**src/rtl/adder_ctrl_pkg.sv**
```systemverilog
// Shared definitions for the nibble-serial adder controller.
// Holds the FSM state encoding and the slice width.
package adder_ctrl_pkg;

  localparam int NIBBLE_W = 4;

  typedef enum logic [1:0] {
    S_IDLE = 2'd0,
    S_RUN  = 2'd1,
    S_DONE = 2'd2
  } state_e;

endpackage

```
**src/rtl/CLA_four_bit.sv**
```systemverilog
// 4-bit carry-lookahead adder slice.
// Purely combinational; all four carries are computed from generate/propagate terms.
module CLA_four_bit (
  input  logic [3:0] a,
  input  logic [3:0] b,
  input  logic       cin,
  output logic [3:0] s,
  output logic       cout
);

  logic [3:0] g;
  logic [3:0] p;
  logic [4:0] c;

  always_comb begin
    g    = a & b;
    p    = a ^ b;
    c[0] = cin;
    c[1] = g[0] | (p[0] & cin);
    c[2] = g[1] | (p[1] & g[0]) | (p[1] & p[0] & cin);
    c[3] = g[2] | (p[2] & g[1]) | (p[2] & p[1] & g[0]) | (p[2] & p[1] & p[0] & cin);
    c[4] = g[3] | (p[3] & g[2]) | (p[3] & p[2] & g[1]) | (p[3] & p[2] & p[1] & g[0])
         | (p[3] & p[2] & p[1] & p[0] & cin);
    s    = p ^ c[3:0];
    cout = c[4];
  end

endmodule

```
**src/rtl/nibble_serial_adder_ctrl_dp.sv**
```systemverilog
// Datapath for the nibble-serial adder: latched operands, inter-nibble carry,
// result/flag registers, and the single shared CLA slice.
module nibble_serial_adder_ctrl_dp
  import adder_ctrl_pkg::*;
#(
  parameter int WIDTH = 16,
  parameter int NIB   = 4,
  parameter int IDX_W = 2
) (
  input  logic             clk,
  input  logic             rst_n,
  input  logic             load,
  input  logic             step,
  input  logic             last,
  input  logic [IDX_W-1:0] idx,
  input  logic [WIDTH-1:0] a,
  input  logic [WIDTH-1:0] b,
  input  logic             cin,
  input  logic             sub,
  output logic [WIDTH-1:0] sum,
  output logic             cout,
  output logic             overflow
);

  logic [WIDTH-1:0]    a_q, a_d;
  logic [WIDTH-1:0]    b_q, b_d;
  logic                carry_q, carry_d;
  logic [WIDTH-1:0]    sum_q, sum_d;
  logic                cout_q, cout_d;
  logic                ovf_q, ovf_d;

  logic [NIBBLE_W-1:0] a_nib;
  logic [NIBBLE_W-1:0] b_nib;
  logic [NIBBLE_W-1:0] nib_sum;
  logic                nib_cout;

  always_comb begin
    a_nib = '0;
    b_nib = '0;
    for (int n = 0; n < NIB; n++) begin
      if (int'(idx) == n) begin
        a_nib = a_q[n*NIBBLE_W +: NIBBLE_W];
        b_nib = b_q[n*NIBBLE_W +: NIBBLE_W];
      end
    end
  end

  CLA_four_bit u_cla (
    .a    (a_nib),
    .b    (b_nib),
    .cin  (carry_q),
    .s    (nib_sum),
    .cout (nib_cout)
  );

  // b_q holds the effective operand: already inverted for subtraction.
  always_comb begin
    a_d     = a_q;
    b_d     = b_q;
    carry_d = carry_q;
    sum_d   = sum_q;
    cout_d  = cout_q;
    ovf_d   = ovf_q;
    if (load) begin
      a_d     = a;
      b_d     = sub ? ~b : b;
      carry_d = sub ? 1'b1 : cin;
    end else if (step) begin
      carry_d = nib_cout;
      for (int n = 0; n < NIB; n++) begin
        if (int'(idx) == n) begin
          sum_d[n*NIBBLE_W +: NIBBLE_W] = nib_sum;
        end
      end
      if (last) begin
        cout_d = nib_cout;
        ovf_d  = (a_q[WIDTH-1] == b_q[WIDTH-1]) && (nib_sum[NIBBLE_W-1] != a_q[WIDTH-1]);
      end
    end
  end

  always_ff @(posedge clk or negedge rst_n) begin
    if (!rst_n) begin
      a_q     <= '0;
      b_q     <= '0;
      carry_q <= 1'b0;
      sum_q   <= '0;
      cout_q  <= 1'b0;
      ovf_q   <= 1'b0;
    end else begin
      a_q     <= a_d;
      b_q     <= b_d;
      carry_q <= carry_d;
      sum_q   <= sum_d;
      cout_q  <= cout_d;
      ovf_q   <= ovf_d;
    end
  end

  assign sum      = sum_q;
  assign cout     = cout_q;
  assign overflow = ovf_q;

endmodule

```
**src/rtl/nibble_serial_adder_ctrl.sv**
```systemverilog
// WIDTH-bit add/subtract sequenced over one 4-bit CLA slice, LSB nibble first.
//   state | meaning
//   IDLE  | waiting for operands, in_ready high
//   RUN   | one nibble per cycle, index counts 0..NIB-1
//   DONE  | result held on out_valid until out_ready
module nibble_serial_adder_ctrl
  import adder_ctrl_pkg::*;
#(
  parameter int WIDTH = 16
) (
  input  logic             clk,
  input  logic             rst_n,
  input  logic             in_valid,
  output logic             in_ready,
  input  logic [WIDTH-1:0] a,
  input  logic [WIDTH-1:0] b,
  input  logic             cin,
  input  logic             sub,
  output logic             out_valid,
  input  logic             out_ready,
  output logic [WIDTH-1:0] sum,
  output logic             cout,
  output logic             overflow,
  output logic             busy
);

  localparam int NIB   = WIDTH / NIBBLE_W;
  localparam int IDX_W = (NIB > 1) ? $clog2(NIB) : 1;

  if ((WIDTH % NIBBLE_W) != 0 || WIDTH < NIBBLE_W) begin : g_bad_width
    $error("nibble_serial_adder_ctrl: WIDTH must be a multiple of 4 and at least 4");
  end

  state_e           state_q, state_d;
  logic [IDX_W-1:0] idx_q, idx_d;
  logic             load;
  logic             step;
  logic             last;

  always_comb begin
    state_d = state_q;
    idx_d   = idx_q;
    load    = 1'b0;
    step    = 1'b0;
    last    = 1'b0;
    case (state_q)
      S_IDLE: begin
        if (in_valid) begin
          load    = 1'b1;
          idx_d   = '0;
          state_d = S_RUN;
        end
      end
      S_RUN: begin
        step = 1'b1;
        last = (idx_q == IDX_W'(NIB - 1));
        // Park the index at 0 after the last nibble so it never wraps.
        if (last) begin
          idx_d   = '0;
          state_d = S_DONE;
        end else begin
          idx_d = idx_q + 1'b1;
        end
      end
      S_DONE: begin
        if (out_ready) begin
          state_d = S_IDLE;
        end
      end
      default: begin
        idx_d   = '0;
        state_d = S_IDLE;
      end
    endcase
  end

  always_ff @(posedge clk or negedge rst_n) begin
    if (!rst_n) begin
      state_q <= S_IDLE;
      idx_q   <= '0;
    end else begin
      state_q <= state_d;
      idx_q   <= idx_d;
    end
  end

  nibble_serial_adder_ctrl_dp #(
    .WIDTH (WIDTH),
    .NIB   (NIB),
    .IDX_W (IDX_W)
  ) u_dp (
    .clk      (clk),
    .rst_n    (rst_n),
    .load     (load),
    .step     (step),
    .last     (last),
    .idx      (idx_q),
    .a        (a),
    .b        (b),
    .cin      (cin),
    .sub      (sub),
    .sum      (sum),
    .cout     (cout),
    .overflow (overflow)
  );

  assign in_ready  = (state_q == S_IDLE);
  assign busy      = (state_q != S_IDLE);
  assign out_valid = (state_q == S_DONE);

endmodule

```
**config.mk**
```make
export PLATFORM = sky130hd
export DESIGN_NAME = nibble_serial_adder_ctrl
export DESIGN_NICKNAME = d
export VERILOG_FILES = /design/src/rtl/adder_ctrl_pkg.sv /design/src/rtl/CLA_four_bit.sv /design/src/rtl/nibble_serial_adder_ctrl_dp.sv /design/src/rtl/nibble_serial_adder_ctrl.sv
export SDC_FILE = /design/constraint.sdc
export NUM_CORES = 1
export LEC_CHECK = 0
export CORE_UTILIZATION = 35
export CTS_CLUSTER_DIAMETER = 80
export DETAILED_ROUTE_END_ITERATION = 7
export PLACE_DENSITY_LB_ADDON = 0.08
export SYNTH_ARGS = -nofsm -noshare
export SYNTH_HDL_FRONTEND = slang
export SYNTH_SLANG_ARGS = --single-unit
```
**constraint.sdc**
```tcl
create_clock -name clk -period 4.06 [get_ports clk]
set_clock_uncertainty 0.1 [all_clocks]
set_input_delay 1.015 -clock clk [delete_from_list [all_inputs] [get_ports clk]]
set_output_delay 1.015 -clock clk [all_outputs]
set_load 0.005 [all_outputs]
```
# Yosys cells after proc, flatten, opt, wreduce, memory -nomap -nowiden
# Cells that the tools add are included.
[classes]
add_sub_neg = 1
multipliers = 0
n_div = 0
magnitude_cmp = 0
eq_ne = 11
shift = 0
mux = 23
bitwise = 32
n_reduce_logical = 12
[ops]
columns = ["op", "count"]
rows = [
  ["4-bit 2-to-1 mux", 8],
  ["3-bit AND reduction", 6],
  ["1-bit AND", 16],
  ["16-bit 2-to-1 mux", 1],
  ["16-bit inverter", 1],
  ["2-bit case mux with 3 select lines", 2],
  ["2-bit 2-to-1 mux", 5],
  ["1-bit OR", 10],
  ["2-bit == test, second input constant", 4],
  ["4-bit bitwise XOR", 2],
  ["1-bit 2-to-1 mux", 7],
  ["4-bit AND", 1],
  ["2-bit by 1-bit == test with 1-bit output, second input constant", 2],
  ["2-bit logical NOT", 2],
  ["2-bit inequality test, second input constant", 2],
  ["2-bit nonzero test", 2],
  ["2-bit by 1-bit adder with 2-bit output, second input constant", 1],
  ["2-bit by 1-bit inequality test with 1-bit output, second input constant", 1],
  ["1-bit inverter", 2],
  ["2-bit AND reduction", 1],
  ["1-bit == test", 1],
  ["1-bit logical AND", 1],
  ["1-bit inequality test", 1],
]
[word_totals]
regBits = 55
latchBits = 0
ram_bits = 0
romBits = 0
in_bits = 38
out_inout_bits = 21
elab_cells = 90
mem_count = 0

# Longest topological paths before layout
# Gate-level depths: netlist (run 1).
[depth]
depth_word = 13
depth_mapped = 12
ltp_nobuf = 11

# Modules after synthesis
# Synthesis (run 1) repeated with hierarchy kept, for this count alone.
[unflattened]
cells_unflattened = 202
area_unflattened_um2 = 2657.5
[modules_own_cells]
columns = ["mod", "n_inst", "cells_per_inst", "area_each_um2", "seq_area_each_um2"]
rows = [
  ["nibble_serial_adder_ctrl_dp", 1, 164, 2289.7, 1276.2],
  ["nibble_serial_adder_ctrl", 1, 21, 220.2, 100.1],
  ["CLA_four_bit", 1, 17, 147.6, 0.0],
]

# Least setup slack after synthesis (run 1)
# Ideal clock, no wire load.
[synth_timing]
path_kind = "register to register"
start = "reg idx_q[0]"
end = "reg u_dp.ovf_q (netlist: u_dp.overflow)"
setup_time_ps = 87
arrival_ps = 2682
t_required_ps = 3873
slack_ps = 1192
path_stages_with_launch = 12
path_buffers = 1
synth_period_minus_slack_ps = 2868
cell_sequence = "dfrtp_1 > inv_1 > ha_1 > nor2b_1 > clkbuf_1 > a221oi_1 > o31ai_1 > ha_1 > a21o_1 > and4_4 > or3_4 > o211ai_1"
[synth_via]
elab_chain_len = 13
elab_cells_between_ends = 28
classes_between = "5 x eq/ne; 9 x mux; 11 x bitwise; 3 x reduce/logical"
[synth_rtl]
columns = ["element", "line", "text"]
rows = [
  ["start: declaration", "nibble_serial_adder_ctrl.sv:35", "logic [IDX_W-1:0] idx_q, idx_d;"],
  ["start signal: assignment", "nibble_serial_adder_ctrl.sv:83", "idx_q <= idx_d;"],
  ["2-bit logical NOT", "nibble_serial_adder_ctrl_dp.sv:41", "if (int'(idx) == n) begin"],
  ["4-bit 2-to-1 mux (4 in series)", "nibble_serial_adder_ctrl_dp.sv:41", ""],
  ["4-bit bitwise XOR / 4-bit AND (equally long branches)", "CLA_four_bit.sv:17, CLA_four_bit.sv:16", ""],
  ["1-bit AND", "CLA_four_bit.sv:21", "c[3] = g[2] | (p[2] & g[1]) | (p[2] & p[1] & g[0]) | (p[2] & p[1] & p[0] & cin);"],
  ["1-bit OR / 1-bit AND (equally long branches) (2 in series)", "CLA_four_bit.sv:21", ""],
  ["1-bit OR", "CLA_four_bit.sv:21", ""],
  ["4-bit bitwise XOR", "CLA_four_bit.sv:24", "s = p ^ c[3:0];"],
  ["1-bit inequality test", "nibble_serial_adder_ctrl_dp.sv:77", "ovf_d = (a_q[WIDTH-1] == b_q[WIDTH-1]) && (nib_sum[NIBBLE_W-1] != a_q[WIDTH-1]);"],
  ["1-bit logical AND", "nibble_serial_adder_ctrl_dp.sv:77", ""],
  ["end signal: assignment", "nibble_serial_adder_ctrl_dp.sv:96", "ovf_q <= ovf_d;"],
  ["end: declaration", "nibble_serial_adder_ctrl_dp.sv:30", "logic ovf_q, ovf_d;"],
]
# Several ways; a longest one is shown, not always the timed one.
# A chain may end at the register's enable or synchronous reset.

# Final worst setup path (run 1)
[layout_timing]
start = "reg idx_q[1]"
end = "reg u_dp.ovf_q (netlist: u_dp.overflow)"
# Same word-level chain as after synthesis.

==> reports/qor.log, run 1 <==
INFO  worst_setup_path worst_r2r_endpoint=u_dp.overflow
INFO  power          seqPwrFrac=35.3%
INFO  clocking       insertion_delay=0.30ns
INFO  clocking       path_clk_slew=0.10ns
INFO  job            cap_viol_max_count=0
INFO  drt            drt-vias-per-instance=4.821
INFO  floorplan      die_area=8030um^2
INFO  clocking       cts_buffers=5
INFO  synth          syn-cell-area=2686um^2
INFO  power          netSwitchingFraction=39.76%
INFO  grt            largest_net_degree_at_the_start_of_global_routing=35
INFO  synth          ys_types=33
INFO  outcome        run_status=finished clean
INFO  synth          synthFlopType=dfrtp_1
INFO  clocking       cts_root_buffer=clkbuf_8
INFO  sta            portion_of_the_clock_cycle_consumed_by_the_worst_path_in_the_final_layout=81.89%
INFO  synth          netlist_instances=249
INFO  power          power.leakage=1.428nW
INFO  synth          netlist_top_cells_area=dfrtp_1 51%, nand2_1 6.4%, o21ai_0 5.8%
INFO  layout         final_common_cell=clkdlybuf4s50_1
INFO  sta            setup_viol_count_final=0
INFO  synth          synth_enable_flop_cells=0
INFO  layout         final_nets=350
INFO  worst_setup_path worst-path-max-fanout=11
INFO  worst_setup_path cp-startpoint=idx_q[1]
INFO  power          cellInternalPower=0.001699W
INFO  worst_setup_path critical_path_required=4.19ns
INFO  sta            timing.slew.headroom=39.20%
INFO  grt            track_usage=15.48%
INFO  drt            detail-route-antenna-nets=0
INFO  clocking       ctsResizeCount=0
INFO  synth          yosysWarningCount=0
INFO  drt            routed_wl=5.597mm
INFO  layout         drive_gt1_share=10.86%
INFO  worst_hold_path worst_hold_path_type=register to register
INFO  sta            grt_setup_unrepaired=false
INFO  layout         antenna_cells=0
INFO  clocking       clock_tree.buffer_depth=2
INFO  power          vdd_drop_max=250.3uV
INFO  worst_setup_path count_of_cells_along_the_worst_register_to_register_path=10
INFO  floorplan      pin_count=59
INFO  synth          synth_seq_cells=55
INFO  power          share_comb_of_total_power=54.2%
INFO  sta            fmax=300.8MHz
INFO  worst_setup_path worstPathArrival=3.45ns
INFO  worst_setup_path critical_path.startpoint_type=register
INFO  synth          post-synth-top-area-cell=dfrtp_1
INFO  power          power_per_cell_area=825.1nW/um^2
INFO  grt            number_of_global_route_vias_before_repair=1830
INFO  layout         final_core_util=46.63%
INFO  synth          synth_async_sr_flop_share=100.0%
INFO  floorplan      num_rows=31
INFO  drt            route.vias.total=1943
INFO  floorplan      die_w=89.61um
INFO  power          power.clock.fraction=10.5%
INFO  placement      dpl.hpwl=4.183mm
INFO  drt            drc=0
INFO  synth          post-synth-top-area-fraction=51.23%
INFO  worst_setup_path reg2reg_slack=0.74ns
INFO  grt            initial_antenna_violation_count=0
INFO  worst_setup_path critPathKind=register to register
INFO  layout         most-common-layout-cells=57 x clkdlybuf4s50_1, 55 x dfrtp_1, 46 x nand2_1
INFO  synth          syn-num-nets=296
INFO  placement      gp_congestion=0.7873
INFO  drt            routed_length_per_placed_instance=13.89um
INFO  grt            gr-total-overflow=0
INFO  worst_setup_path r2r-start=idx_q[1]
INFO  placement      placement.io_buffers=58
INFO  layout         syn2layout_area_growth=27.25%
INFO  floorplan      core_region_area=7331um^2
INFO  drt            initialDrtViolationCount=54
INFO  clocking       clock_sink_count=55
INFO  sta            actual_slew_at_the_worst_max_slew_pin=0.9092ns
INFO  sta            final-hold-violation-count=0
INFO  sta            final_max_slew_viol_count=0
INFO  synth          synth-seq-area-share=51.23%
INFO  floorplan      die_h=89.61um
INFO  grt            wire_length_of_the_first_global_routing_pass=9.246mm
INFO  sta            setup_total_negative_slack=0ns
INFO  worst_setup_path worstSetupEndpointType=register
INFO  drt            dr.pass1.iters=4
INFO  sta            whs=0.3847ns
INFO  clocking       holdBufCountCts=0
INFO  clocking       postCtsSetupRepairBufs=0
INFO  sta            period_minus_slack=3.325ns
INFO  floorplan      start_util=36.64%
INFO  synth          synth_area_per_cell=10.79um^2
INFO  clocking       tritoncts=built
INFO  power          total_switching_power=0.001122W
INFO  worst_setup_path worst_setup_path_endpoint=u_dp.overflow
INFO  clocking       cts.htree.levels=2
-- flip-flops by register name (all words and copies together), names as in the netlist --
| register | flops |
|---|---|
| u_dp.overflow | 1 |
| u_dp.b_q | 16 |
| idx_q | 2 |
| u_dp.sum | 16 |
| u_dp.a_q | 16 |
| u_dp.cout | 1 |
| state_q | 2 |
| u_dp.carry_q | 1 |
-- cell usage after synthesis (2+ instances only) --
cell type / instances
dfrtp_1: 55
nand2_1: 46
o21ai_0: 31
xnor2_1: 17
mux2_2: 11
o31ai_1: 10
mux2_4: 9
nor2b_1: 9
clkbuf_1: 8
ha_1: 8
a221oi_1: 7
a21oi_1: 5
inv_1: 4
o21ai_1: 4
buf_2: 3
nor2_1: 3
buf_6: 2
nand3b_1: 2
-- metal layers --
layer / vias up / GRT usage [%] / routed length, um
met1: 912 / 21.71 / 2730
met3: 9 / 3.473 / 230
li1: 974 / - / -
met5: - / 0 / 0
met4: 0 / 5.916 / 116
met2: 48 / 23.35 / 2519
-- critical path: stages, from the launching register on --
cell and delay (ns):
dfrtp_1 0.40, inv_1 0.08, ha_1 0.31, nor2b_1 0.46, a221oi_1 0.17, o31ai_1 0.40, ha_1 0.33, a21o_1 0.20
and4_4 0.20, or3_4 0.41, o211ai_1 0.18
-- cell families (layout without fill, tap and decap cells) --
| kind of cell | Yosys count | in the layout | synth area share, % |
|---|---|---|---|
| adders and majority gates | 9 | 9 | 4.472 |
| AOI/OAI and AO/OA | 62 | 62 | 13.97 |
| and+or+nand+nor | 68 | 68 | 11.74 |
| muxes | 20 | 20 | 9.641 |
| buffers and inverters | 17 | 72 | 3.074 |
| DFF | 55 | 55 | 51.23 |
| xor gates and xnor gates | 18 | 18 | 5.869 |
-- power by group through the flow --
stage,Sequential (W),Clock [W],Combinational [W]
after global routing,0.00103,0.000330,0.00171
after CTS,0.00100,0.000311,0.00157
final,0.000997,0.000296,0.00153
after global placement,0.00102,0,0.00153
after detailed placement,0.00101,0,0.00156
after floorplan,0.000962,0,0.00104
-- final cells by class --
cell class                      count  area, um^2
Inverter                            4       15.01
Clock buffer                        6       72.57
Fill cell                         688        3913
Tap cell                           99       123.9
Sequential cell                    55        1376
Multi-Input combinational cell    177        1227
Timing Repair Buffer               60       590.6
Clock inverter                      2       12.51
-- through the flow --
stage	cells	worst slack, ns	power (W)	instance area, um^2
2_1_floorplan	249	1.192	0.002001	2686
3_3_place_gp	395	0.9140	0.002544	3333
3_5_place_dp	395	0.7262	0.002571	3333
4_1_cts	403	0.6995	0.002877	3418
5_1_grt	403	0.4919	0.003073	3418
6_report	403	0.7352	0.002820	3418
-- how the worst min path moves through the flow --
stage | startpoint | to | slack (ns) | cells after the start
6_report | u_dp.sum[6] | u_dp.sum[6] | 0.38 | 2
3_5_place_dp | u_dp.sum[2] | u_dp.sum[2] | 0.37 | 2
3_3_place_gp | u_dp.sum[9] | u_dp.sum[9] | 0.36 | 2
2_1_floorplan | u_dp.b_q[4] | u_dp.b_q[4] | 0.35 | 2
4_1_cts | u_dp.sum[2] | u_dp.sum[2] | 0.39 | 2
5_1_grt | u_dp.sum[2] | u_dp.sum[2] | 0.42 | 2
Note: power is estimated with default switching activity, not from simulation.
==> inputs of run 2 (changes only) <==
==> constraint.sdc (replaced) <==
create_clock -name clk -period 3.35 [get_ports clk]
set_clock_uncertainty 0.1 [all_clocks]
set_input_delay 0.8375 -clock clk [delete_from_list [all_inputs] [get_ports clk]]
set_output_delay 0.8375 -clock clk [all_outputs]
set_load 0.005 [all_outputs]
==> reports/qor.log, run 2 (synthesis gave the netlist of run 1 again) <==
INFO  layout         multiInputGateArea=1227um^2 [unchanged]
INFO  floorplan      die_h=89.61um [unchanged]
INFO  clocking       path_clk_slew=0.09ns [about the same]
INFO  outcome        run_status=finished clean
INFO  floorplan      pin_count=59 [unchanged]
INFO  placement      worst_slack_placed=0.2171ns [-0.5091 ns]
INFO  sta            final_max_slew_viol_count=0 [unchanged]
INFO  worst_setup_path r2r-start=idx_q[1]
INFO  floorplan      die_w=89.61um [unchanged]
INFO  worst_setup_path worst_setup_path_endpoint=u_dp.overflow
INFO  drt            routed_length_per_placed_instance=14.20um [+2.2%]
INFO  clocking       clock_tree.buffer_depth=2 [unchanged]
INFO  grt            wire_length_of_the_first_global_routing_pass=9.321mm [+0.81%]
INFO  sta            timing.slew.headroom=42.26% [+3.1 points]
INFO  layout         n_fill_cell=684 [-0.58%]
INFO  grt            number_of_global_route_vias_before_repair=1814 [-0.87%]
INFO  sta            setup_viol_count_final=0 [unchanged]
INFO  clocking       holdBufCountCts=0 [unchanged]
INFO  worst_setup_path cp-startpoint=idx_q[1]
INFO  layout         drive_gt1_share=11.44% [+0.58 points]
INFO  worst_setup_path crit_cells=10 [unchanged]
INFO  layout         syn2layout_area_growth=28.74%
INFO  grt            gr-total-overflow=0 [unchanged]
INFO  worst_setup_path critical-path-top-delay-family=compound AO/OA/AOI/OAI gates
INFO  power          power.leakage=1.452nW [+1.7%]
INFO  sta            portion_of_the_clock_cycle_consumed_by_the_worst_path_in_the_final_layout=94.62% [+13 points]
INFO  clocking       clock_sink_count=55 [unchanged]
INFO  floorplan      core_region_area=7331um^2 [unchanged]
INFO  worst_setup_path crit_path_cell_trace=inv_1 -> ha_1 -> nor2b_1 -> a221oi_1 -> o31ai_1 -> ha_1 -> a21o_1 -> and4_4 -> or3_4 -> o211ai_1
INFO  layout         final_common_cell=clkdlybuf4s50_1
INFO  drt            detail-route-antenna-nets=0 [unchanged]
INFO  floorplan      die_area=8030um^2 [unchanged]
INFO  placement      dpl.hpwl=4.378mm [+4.7%]
INFO  clocking       cts_root_buffer=clkbuf_8
INFO  clocking       postCtsSetupRepairBufs=0 [unchanged]
INFO  layout         most-common-layout-cells=57 x clkdlybuf4s50_1, 55 x dfrtp_1, 46 x nand2_1
INFO  drt            route.vias.total=1952 [+0.46%]
INFO  placement      gp_congestion=0.7432 [-5.6%]
INFO  worst_setup_path worstPathArrival=3.30ns [-0.15 ns]
INFO  placement      placement.io_buffers=58 [unchanged]
INFO  clocking       tritoncts=built
INFO  floorplan      num_rows=31 [unchanged]
INFO  sta            grt_setup_unrepaired=false
INFO  worst_setup_path most_repeated_library_cell_on_the_critical_path=ha_1
INFO  sta            setup_total_negative_slack=0ns [unchanged]
INFO  worst_setup_path critical_path_required=3.48ns [-0.71 ns]
INFO  layout         final_nets=353 [+0.86%]
INFO  power          power_per_cell_area=1009nW/um^2 [+22%]
INFO  layout         antenna_cells=0 [unchanged]
INFO  drt            routed_wl=5.750mm [+2.7%]
INFO  sta            layout_setup_ws=0.1801ns [-0.5551 ns]
INFO  grt            initial_antenna_violation_count=0 [unchanged]
INFO  worst_setup_path worst_r2r_endpoint=u_dp.overflow
INFO  grt            largest_net_degree_at_the_start_of_global_routing=35 [unchanged]
INFO  clocking       ctsResizeCount=0 [unchanged]
INFO  power          vdd_drop_max=304.1uV [+22%]
INFO  worst_setup_path critical-path-max-stage-delay=0.44ns [-0.02 ns]
INFO  floorplan      start_util=36.64% [unchanged]
INFO  drt            dr.pass1.iters=4 [unchanged]
INFO  sta            actual_slew_at_the_worst_max_slew_pin=0.8635ns [-0.04575 ns]
INFO  worst_setup_path critPathKind=register to register
INFO  clocking       cts.htree.levels=2 [unchanged]
INFO  sta            period_minus_slack=3.170ns [-0.1549 ns]
INFO  worst_setup_path reg2reg_slack=0.18ns [-0.56 ns]
INFO  worst_setup_path critical_path.slowest_cell=o31ai_1
INFO  layout         regArea=1376um^2 [unchanged]
INFO  sta            final-hold-violation-count=0 [unchanged]
INFO  worst_setup_path critical_path.startpoint_type=register
INFO  worst_setup_path worst-path-max-fanout=11 [unchanged]
INFO  clocking       cts_buffers=5 [unchanged]
INFO  drt            initialDrtViolationCount=27 [-50%]
INFO  clocking       insertion_delay=0.30ns [about the same]
INFO  worst_setup_path worstSetupEndpointType=register
INFO  grt            track_usage=15.74% [+0.26 points]
INFO  worst_hold_path worst_hold_path_type=register to register
INFO  worst_setup_path worst-path-buf-inv=1 [unchanged]
INFO  drt            drt-vias-per-instance=4.820 [about the same]
INFO  drt            drc=0 [unchanged]
INFO  worst_setup_path count_of_cells_along_the_worst_register_to_register_path=10 [unchanged]
INFO  job            cap_viol_max_count=0 [unchanged]
INFO  sta            fmax=315.5MHz [+4.9%]
==> run 2: cell types whose count changed in the layout (fill, tap and decap cells not counted) <==
cell and delta:
buf_4 +3, bufinv_16 +1, clkinvlp_4 -1, clkinv_2 -1
==> run 2: cell type report <==
type / instances / share of cell area (%)
sequential: 55 / 39.80
multi-input combinational: 177 / 35.49
timing repair buffer: 63 / 17.73
tap: 99 / 3.582
clock buffer: 6 / 2.098
clock inverter: 1 / 0.8683
inverter: 4 / 0.4342
==> run 2: worst min-delay path by stage <==
stage | start | endpoint | slack, ns | cells past startpoint
detailed placement | u_dp.b_q[14] | u_dp.b_q[14] | 0.37 | 2
global placement | u_dp.sum[5] | u_dp.sum[5] | 0.36 | 2
floorplan | u_dp.b_q[4] | u_dp.b_q[4] | 0.35 | 2
global route | u_dp.b_q[13] | u_dp.b_q[13] | 0.42 | 2
finish | u_dp.b_q[14] | u_dp.b_q[14] | 0.38 | 2
CTS | u_dp.b_q[14] | u_dp.b_q[14] | 0.39 | 2
==> run 2: power by group <==
group	internal, W	total (W)	switching (W)
Combinational	0.000932	0.00185	0.000918
Clock	0.000219	0.000419	0.000200
Sequential	0.000995	0.00122	0.000227
==> run 2: metal layers <==
layer	vias to the layer above	global-route usage, %	share of wire [%]
li1	976	-	-
met1	919	21.87	49
met2	50	23.97	45
met3	7	3.839	4.2
met4	0	5.628	1.8
met5	-	0	0
==> run 2: stage by stage <==
step | hold WS, ns | utilization [%] | total power (W) | instance area, um^2 | cells
3_5_place_dp | 0.3702 | 45.78 | 0.003116 | 3356 | 398
4_1_cts | 0.3923 | 47.18 | 0.003550 | 3458 | 405
3_3_place_gp | 0.3602 | 45.78 | 0.003076 | 3356 | 398
5_1_grt | 0.4232 | 47.18 | 0.003787 | 3458 | 405
6_report | 0.3834 | 47.18 | 0.003491 | 3458 | 405
2_1_floorplan | 0.3501 | - | 0.002426 | 2686 | 249
==> run 2: worst reg2reg max path: stages (launching register included) <==
cell	delay [ns]
dfrtp_1	0.40
inv_1	0.08
ha_1	0.31
nor2b_1	0.31
a221oi_1	0.13
o31ai_1	0.44
ha_1	0.34
a21o_1	0.20
and4_4	0.21
or3_4	0.41
o211ai_1	0.18
==> inputs of run 3 (changes only) <==
--- a/config.mk
+++ b/config.mk
@@ -5,7 +5,8 @@
 export SDC_FILE = /design/constraint.sdc
 export NUM_CORES = 1
 export LEC_CHECK = 0
-export CORE_UTILIZATION = 35
+export CORE_ASPECT_RATIO = 0.8
+export CORE_UTILIZATION = 31
 export CTS_CLUSTER_DIAMETER = 80
 export DETAILED_ROUTE_END_ITERATION = 7
 export PLACE_DENSITY_LB_ADDON = 0.08
==> reports/qor.log, run 3 (synthesis gave the netlist of run 1 again) <==
INFO  worst_setup_path critPathKind=register to register
INFO  layout         final_nets=355 [+0.57%]
INFO  floorplan      start_util=32.90% [-3.7 points]
INFO  clocking       cts.htree.levels=2 [unchanged]
INFO  worst_setup_path critical_path.startpoint_type=register
INFO  clocking       clock_tree.buffer_depth=2 [unchanged]
INFO  floorplan      pin_count=59 [unchanged]
INFO  grt            grt_util_met1=22.23% [+0.36 points]
INFO  sta            final-hold-violation-count=0 [unchanged]
INFO  worst_hold_path worst_hold_path_type=register to register
INFO  sta            grt_setup_unrepaired=false
INFO  floorplan      die_h=85.26um [-4.9%]
INFO  worst_setup_path worstPathArrival=3.22ns [-0.08 ns]
INFO  grt            wire_length_of_the_first_global_routing_pass=10.27mm [+10%]
INFO  sta            setup_total_negative_slack=0ns [unchanged]
INFO  grt            grt-busiest-layer=met1
INFO  layout         syn2layout_area_growth=30.27%
INFO  drt            dr.pass1.iters=4 [unchanged]
INFO  sta            fmax=323.8MHz [+2.6%]
INFO  placement      dp.cells=409 [+2.8%]
INFO  clocking       ctsResizeCount=0 [unchanged]
INFO  clocking       postCtsSetupRepairBufs=0 [unchanged]
INFO  sta            portion_of_the_clock_cycle_consumed_by_the_worst_path_in_the_final_layout=92.19% [-2.4 points]
INFO  clocking       cts_root_buffer=clkbuf_8
INFO  layout         non_filler_cells_in_the_finished_layout=417 [+3.0%]
INFO  layout         final_core_util=42.87% [-4.3 points]
INFO  placement      placement.io_buffers=58 [unchanged]
INFO  clocking       path_clk_slew=0.10ns [about the same]
INFO  clocking       clock_sink_count=55 [unchanged]
INFO  worst_setup_path critical_path_required=3.48ns [about the same]
INFO  drt            routed_length_per_placed_instance=14.90um [+5.0%]
INFO  grt            number_of_global_route_vias_before_repair=1984 [+9.4%]
INFO  grt            gr-total-overflow=0 [unchanged]
INFO  drt            routed_wl=6.215mm [+8.1%]
INFO  clocking       insertion_delay=0.31ns [about the same]
INFO  worst_setup_path worstSetupEndpointType=register
INFO  floorplan      die_w=106.1um [+18%]
INFO  worst_setup_path worst-path-max-fanout=5 [-6]
INFO  layout         most-common-layout-cells=57 x clkdlybuf4s50_1, 55 x dfrtp_1, 46 x nand2_1
INFO  layout         antenna_cells=0 [unchanged]
INFO  floorplan      num_rows=29 [-6.5%]
INFO  layout         drive_gt1_share=12.62% [+1.2 points]
INFO  clocking       tritoncts=built
INFO  sta            timing.slew.headroom=53.56% [+11 points]
INFO  placement      dpl.hpwl=4.601mm [+5.1%]
INFO  sta            final_max_slew_viol_count=0 [unchanged]
INFO  grt            track_usage=14.60% [-1.1 points]
INFO  grt            initial_antenna_violation_count=0 [unchanged]
INFO  drt            detail-route-antenna-nets=0 [unchanged]
INFO  worst_setup_path reg2reg_slack=0.26ns [+0.08 ns]
INFO  power          power.leakage=1.472nW [+1.4%]
INFO  grt            met3_usage=3.379% [-0.46 points]
INFO  drt            route.vias.total=1988 [+1.8%]
INFO  outcome        run_status=finished clean
INFO  floorplan      die_area=9044um^2 [+13%]
INFO  clocking       cts_buffers=5 [unchanged]
INFO  grt            largest_net_degree_at_the_start_of_global_routing=56 [+60%]
INFO  grt            met2_usage=20.92% [-3.1 points]
INFO  drt            drc=0 [unchanged]
INFO  clocking       holdBufCountCts=0 [unchanged]
INFO  drt            drt-vias-per-instance=4.767 [-1.1%]
INFO  placement      gp_congestion=0.8362 [+13%]
INFO  sta            period_minus_slack=3.088ns [-0.08171 ns]
INFO  sta            setup_viol_count_final=0 [unchanged]
INFO  floorplan      core_region_area=8164um^2 [+11%]
INFO  power          power_per_cell_area=1032nW/um^2 [+2.2%]
INFO  power          vdd_drop_max=328.9uV [+8.1%]
INFO  job            cap_viol_max_count=0 [unchanged]
INFO  sta            actual_slew_at_the_worst_max_slew_pin=0.6966ns [-0.1669 ns]
INFO  drt            initialDrtViolationCount=57 [+110%]
INFO  layout         final_common_cell=clkdlybuf4s50_1
-- run 3: cell types whose count changed in the layout (fill, tap and decap cells not counted), sizes merged --
| cell | change |
|---|---|
| buf | +2 |
| clkinv | +1 |
-- run 3: final cells by class --
type                    instances  area (um^2)
fillers                       824         4664
inverters                       4        15.01
clock inverters                 2        35.03
flip-flops and latches         55         1376
multi-input cells             177         1227
well taps                     108        135.1
clock buffers                   6        82.58
repair buffers                 65        628.1
-- run 3: path summary, 6_finish.rpt --
kind                                 from            end  depth (start not counted)
min in group asynchronous           rst_n  u_dp.overflow                          2
max in group asynchronous           rst_n    u_dp.b_q[8]                          2
worst min-delay path            u_dp.cout      u_dp.cout                          2
worst max-delay path             idx_q[0]  u_dp.overflow                         10
worst max register to register   idx_q[0]  u_dp.overflow                         10
worst min register to register  u_dp.cout      u_dp.cout                          2
-- run 3: worst max-delay path: stages, from the launching register on --
cell and delay, ns:
dfrtp_1 0.44, inv_1 0.11, ha_1 0.19, nor2b_1 0.28, a221oi_1 0.13, o31ai_1 0.43
ha_1 0.33, a21o_1 0.20, and4_4 0.20, or3_4 0.42, o211ai_1 0.19
-- run 3: report_power, final --
group	leakage [nW]	switching (W)	internal [W]
sequential	0.674	0.000233	0.000994
combinational	0.737	0.000974	0.000946
clock	0.0612	0.000221	0.000242
total	1.47	0.00143	0.00218
-- run 3: routing by layer --
metal | vias up | part of all wire [%]
li1 | 976 | -
met1 | 966 | 55
met2 | 41 | 41
met3 | 5 | 3.7
met4 | 0 | 0.64
met5 | - | 0
-- run 3: through the flow --
stage | instance area, um^2 | total power, W | setup slack (ns) | hold WS, ns
6_report | 3500 | 0.003610 | 0.2618 | 0.3916
5_1_grt | 3500 | 0.003904 | 0.1181 | 0.4115
4_1_cts | 3500 | 0.003650 | 0.2559 | 0.4001
3_5_place_dp | 3382 | 0.003176 | 0.2929 | 0.3738
3_3_place_gp | 3382 | 0.003159 | 0.4201 | 0.3651
2_1_floorplan | 2686 | 0.002426 | 0.4818 | 0.3501
==> RTL edit 1 (config.mk and constraints of run 3) <==
`WIDTH` is set to 16 in 2 places; all go to 32.
--- a/src/rtl/nibble_serial_adder_ctrl_dp.sv
+++ b/src/rtl/nibble_serial_adder_ctrl_dp.sv
@@ -3,7 +3,7 @@
 module nibble_serial_adder_ctrl_dp
   import adder_ctrl_pkg::*;
 #(
-  parameter int WIDTH = 16,
+  parameter int WIDTH = 32,
   parameter int NIB   = 4,
   parameter int IDX_W = 2
 ) (
--- a/src/rtl/nibble_serial_adder_ctrl.sv
+++ b/src/rtl/nibble_serial_adder_ctrl.sv
@@ -6,7 +6,7 @@
 module nibble_serial_adder_ctrl
   import adder_ctrl_pkg::*;
 #(
-  parameter int WIDTH = 16
+  parameter int WIDTH = 32
 ) (
   input  logic             clk,
   input  logic             rst_n,
Interface: changed (resized a, b and sum); port bits go from 59 to 107. No check against the original RTL was run, so the function may have changed too.
==> RTL edit 1 against run 3 <==
  * Sequential power rose by 85%
  * Power grew 93%
  * Sequential cell count is 49 higher
  * Final area increased by 94%
  * Clock power up 120%
  * Via count grew 94%
  * Worst setup slack got worse by 0.058 ns
  * Area after synthesis increased by 93%
  * Routed wire length grew 110%
  * Critical path type unchanged
  * Critical endpoint is now u_dp.sum[7]
  * Highest routed layer unchanged
==> RTL edit 1: results <==
run_status:
  run_status: "finished clean"
clock_network:
  cts_buffers: 9
  clockRootBuffer: "clkbuf_16"
  clk_pin_slew_ns: 0.07
  htree_levels: 3
cells_and_area:
  drive_above_1_share_pct: 13.29
  nNonClkInverters: 12
  n_fill_cell: 1531
  clkbuf_count: 10
  clkCellAreaFrac_pct: 4.173
  multi_input_comb_area_um2: 2384
  multi_input_gates: 360
  nNonClkBuffers: 125
  fin_nets: 693
  area_share_nonclk_buffers_pct: 17.94
critical_path:
  reg2reg_setup_slack_ns: 0.20
  r2r_cells: 11
  crit_fanout: 9
  arrival_ns: 3.32
  rr_endpoint: "u_dp.sum[7]"
  rr_startpoint: "idx_q[1]"
logic_synthesis:
  synth_common_cells: "104 x dfrtp_1, 79 x nand2_1, 59 x o21ai_0, 33 x xnor2_1, 32 x a21oi_1"
  netlist_area_um2: 5177
  synth_compound_area_share_pct: 14.33
  syn_avg_cell_area_um2: 10.17
  synthTopCellsByArea: "dfrtp_1 50%, mux2_2 6.3%, nand2_1 5.7%"
pwr:
  peakVddDrop_mv: 0.5417
  combPwrFrac_pct: 52.9
  p_int_w: 0.004138
  pg_seq_w: 0.00227
drt:
  vias: 3866
  wl_met2_mm: 5.501
global_route:
  grt_pass1_wl_mm: 21.10
  grt_util_all_layers_pct: 15.86
placement:
  gp_congestion: 0.8114
  dpl.cell_count: 815
sta:
  whs_ns: 0.3747
[RTL edit 1: worst max-delay path, delay by kind of cell, from the launching register on]
family          cells  cell delay [ns]
mux                 1             0.18
fa+ha+maj           3             0.68
simple gates        3             0.93
flops               1             0.44
compound gates      4             0.74
[RTL edit 1: how the worst max path moves through the flow]
stage	endpoint	slack, ns	cells past startpoint
after floorplan	u_dp.overflow	0.32	13
after global placement	u_dp.overflow	0.18	11
after detailed placement	u_dp.sum[3]	0.08	11
after CTS	u_dp.overflow	0.07	11
after global routing	u_dp.overflow	-0.02	12
final	u_dp.sum[7]	0.20	11
[RTL edit 1: metrics by stage]
stage / setup TNS, ns / worst slack, ns
CTS: 0 / 0.06796
floorplan: 0 / 0.3171
global route: -0.03469 / -0.01966
detailed placement: 0 / 0.07615
finish: 0 / 0.2034
global placement: 0 / 0.1760
[RTL edit 1: metal layers]
metal,track usage (%),vias to the layer above
met4,3.516,0
met3,4.612,13
li1,-,1936
met2,23.39,88
met5,0,-
met1,22.80,1829
==> RTL edit 2 (settings of run 3) <==
Made on the original files. Put a register stage on the output `overflow`, without a reset. The value now appears one clock later. The other outputs are not delayed to match.
--- a/src/rtl/nibble_serial_adder_ctrl.sv
+++ b/src/rtl/nibble_serial_adder_ctrl.sv
@@ -26,6 +26,8 @@
 
   localparam int NIB   = WIDTH / NIBBLE_W;
   localparam int IDX_W = (NIB > 1) ? $clog2(NIB) : 1;
+
+  logic overflow_d;
 
   if ((WIDTH % NIBBLE_W) != 0 || WIDTH < NIBBLE_W) begin : g_bad_width
     $error("nibble_serial_adder_ctrl: WIDTH must be a multiple of 4 and at least 4");
@@ -101,12 +103,16 @@
     .sub      (sub),
     .sum      (sum),
     .cout     (cout),
-    .overflow (overflow)
+    .overflow (overflow_d)
   );
 
   assign in_ready  = (state_q == S_IDLE);
   assign busy      = (state_q != S_IDLE);
   assign out_valid = (state_q == S_DONE);
 
+  always_ff @(posedge clk) begin
+    overflow <= overflow_d;
+  end
+
 endmodule
 
Function: changed (Yosys sat finds a counterexample within 10 cycles, from zero or initial values and one cycle with rst_n low).
==> RTL edit 2 against run 3 <==
  * Area after synthesis rose by 0.75%
  * Worst setup slack improved by 0.15 ns
  * Highest routed layer unchanged
  * Final area rose by 0.86%
  * Power fell by 0.97%
  * Sequential cell count rose by 1
  * Routed wire length fell by 3.2%
  * Sequential share of layout area rose by 0.23 points
  * The run now ends with design-rule violations left
==> RTL edit 2: results <==
run_status:
  run_status: "complete, but fails checks"
  violations: "design-rule violations"
critical_path:
  reg2reg_setup_slack_ns: 0.41
  r2r_cells: 11
placement:
  gp_congestion: 0.7757
  post-place-ws_ns: 0.3877
  dp_hpwl_mm: 4.550
  place_area_um2: 3422
  dpl.cell_count: 416
hold_path:
  min_from: "u_dp.overflow"
  hold_path_end: "overflow"
logic_synthesis:
  ys_seq_area_share_pct: 51.60
  synthesis.nets: 297
  ys_types: 34
  synthTopCellsByArea: "dfrtp_1 51%, nand2_1 6.4%, o21ai_0 5.7%"
  synth_async_sr_flop_share_pct: 98.21
  ys_warn_count: 0
  syn_inst: 250
pwr:
  peakVddDrop_mv: 0.3403
  leakagePower_nw: 1.484
global_route:
  grt_util_all_layers_pct: 14.24
  grt_use_met3_pct: 3.267
  grt_pass1_vias: 1964
  grtUsageMet1_pct: 21.09
  grt_max_degree: 35
  grt.met2_usage_pct: 20.54
cells_and_area:
  drive_above_1_share_pct: 12.82
  fin_nets: 358
drt:
  drc_errors: 1
  vias_per_cell: 4.531
  detail_route.wl_per_cell_um: 14.19
clock_network:
  cts_buffer_depth: 2
[RTL edit 2: cell types whose count changed in the layout (fill, tap and decap cells not counted), sizes merged]
cell   change
dfxtp      +1
buf        +2
[RTL edit 2: layout make-up]
cell class,count,area (um^2)
Inverter,4,15.01
Sequential cell,56,1396
Clock inverter,2,35.03
Tap cell,112,140.1
Clock buffer,6,72.57
Fill cell,875,4954
Timing Repair Buffer,67,643.1
Multi-Input combinational cell,177,1227
[RTL edit 2: how the worst max path moves through the flow]
stage	startpoint	to	slack (ns)
after floorplan	idx_q[0]	u_dp.overflow	0.48
after global placement	idx_q[0]	u_dp.overflow	0.51
after detailed placement	idx_q[0]	u_dp.overflow	0.39
after CTS	idx_q[0]	u_dp.overflow	0.38
after global routing	idx_q[0]	u_dp.overflow	0.22
final	idx_q[0]	u_dp.overflow	0.41
[RTL edit 2: routing by layer]
metal / wire length, um / part of all wire, % / vias up
li1: - / - / 986
met1: 3117 / 52 / 888
met2: 2567 / 43 / 41
met3: 264 / 4.4 / 6
met4: 68 / 1.1 / 0
met5: 0 / 0 / -
[RTL edit 2: cell families after synthesis]
| kind of cell | share of synthesized area (%) |
|---|---|
| buf+inv | 3.051 |
| xor+xnor | 5.825 |
| mux | 9.570 |
| fa+ha+maj | 4.438 |
| flops | 51.60 |
| simple gates | 11.65 |
| compound gates | 13.87 |
[RTL edit 2: power by group through the flow]
stage / Sequential, W / Clock, W / Combinational (W)
CTS: 0.00124 / 0.000458 / 0.00194
detailed placement: 0.00126 / 0 / 0.00192
global route: 0.00129 / 0.000481 / 0.00214
global placement: 0.00125 / 0 / 0.00191
finish: 0.00124 / 0.000439 / 0.00190
floorplan: 0.00118 / 0 / 0.00126
[RTL edit 2: per-stage QoR]
| stage | hold WS, ns | util, % |
|---|---|---|
| 2_1_floorplan | 0.2470 | - |
| 3_3_place_gp | 0.2659 | 40.34 |
| 3_5_place_dp | 0.2671 | 40.34 |
| 4_1_cts | 0.2888 | 41.61 |
| 5_1_grt | 0.3175 | 41.61 |
| 6_report | 0.2846 | 41.61 |
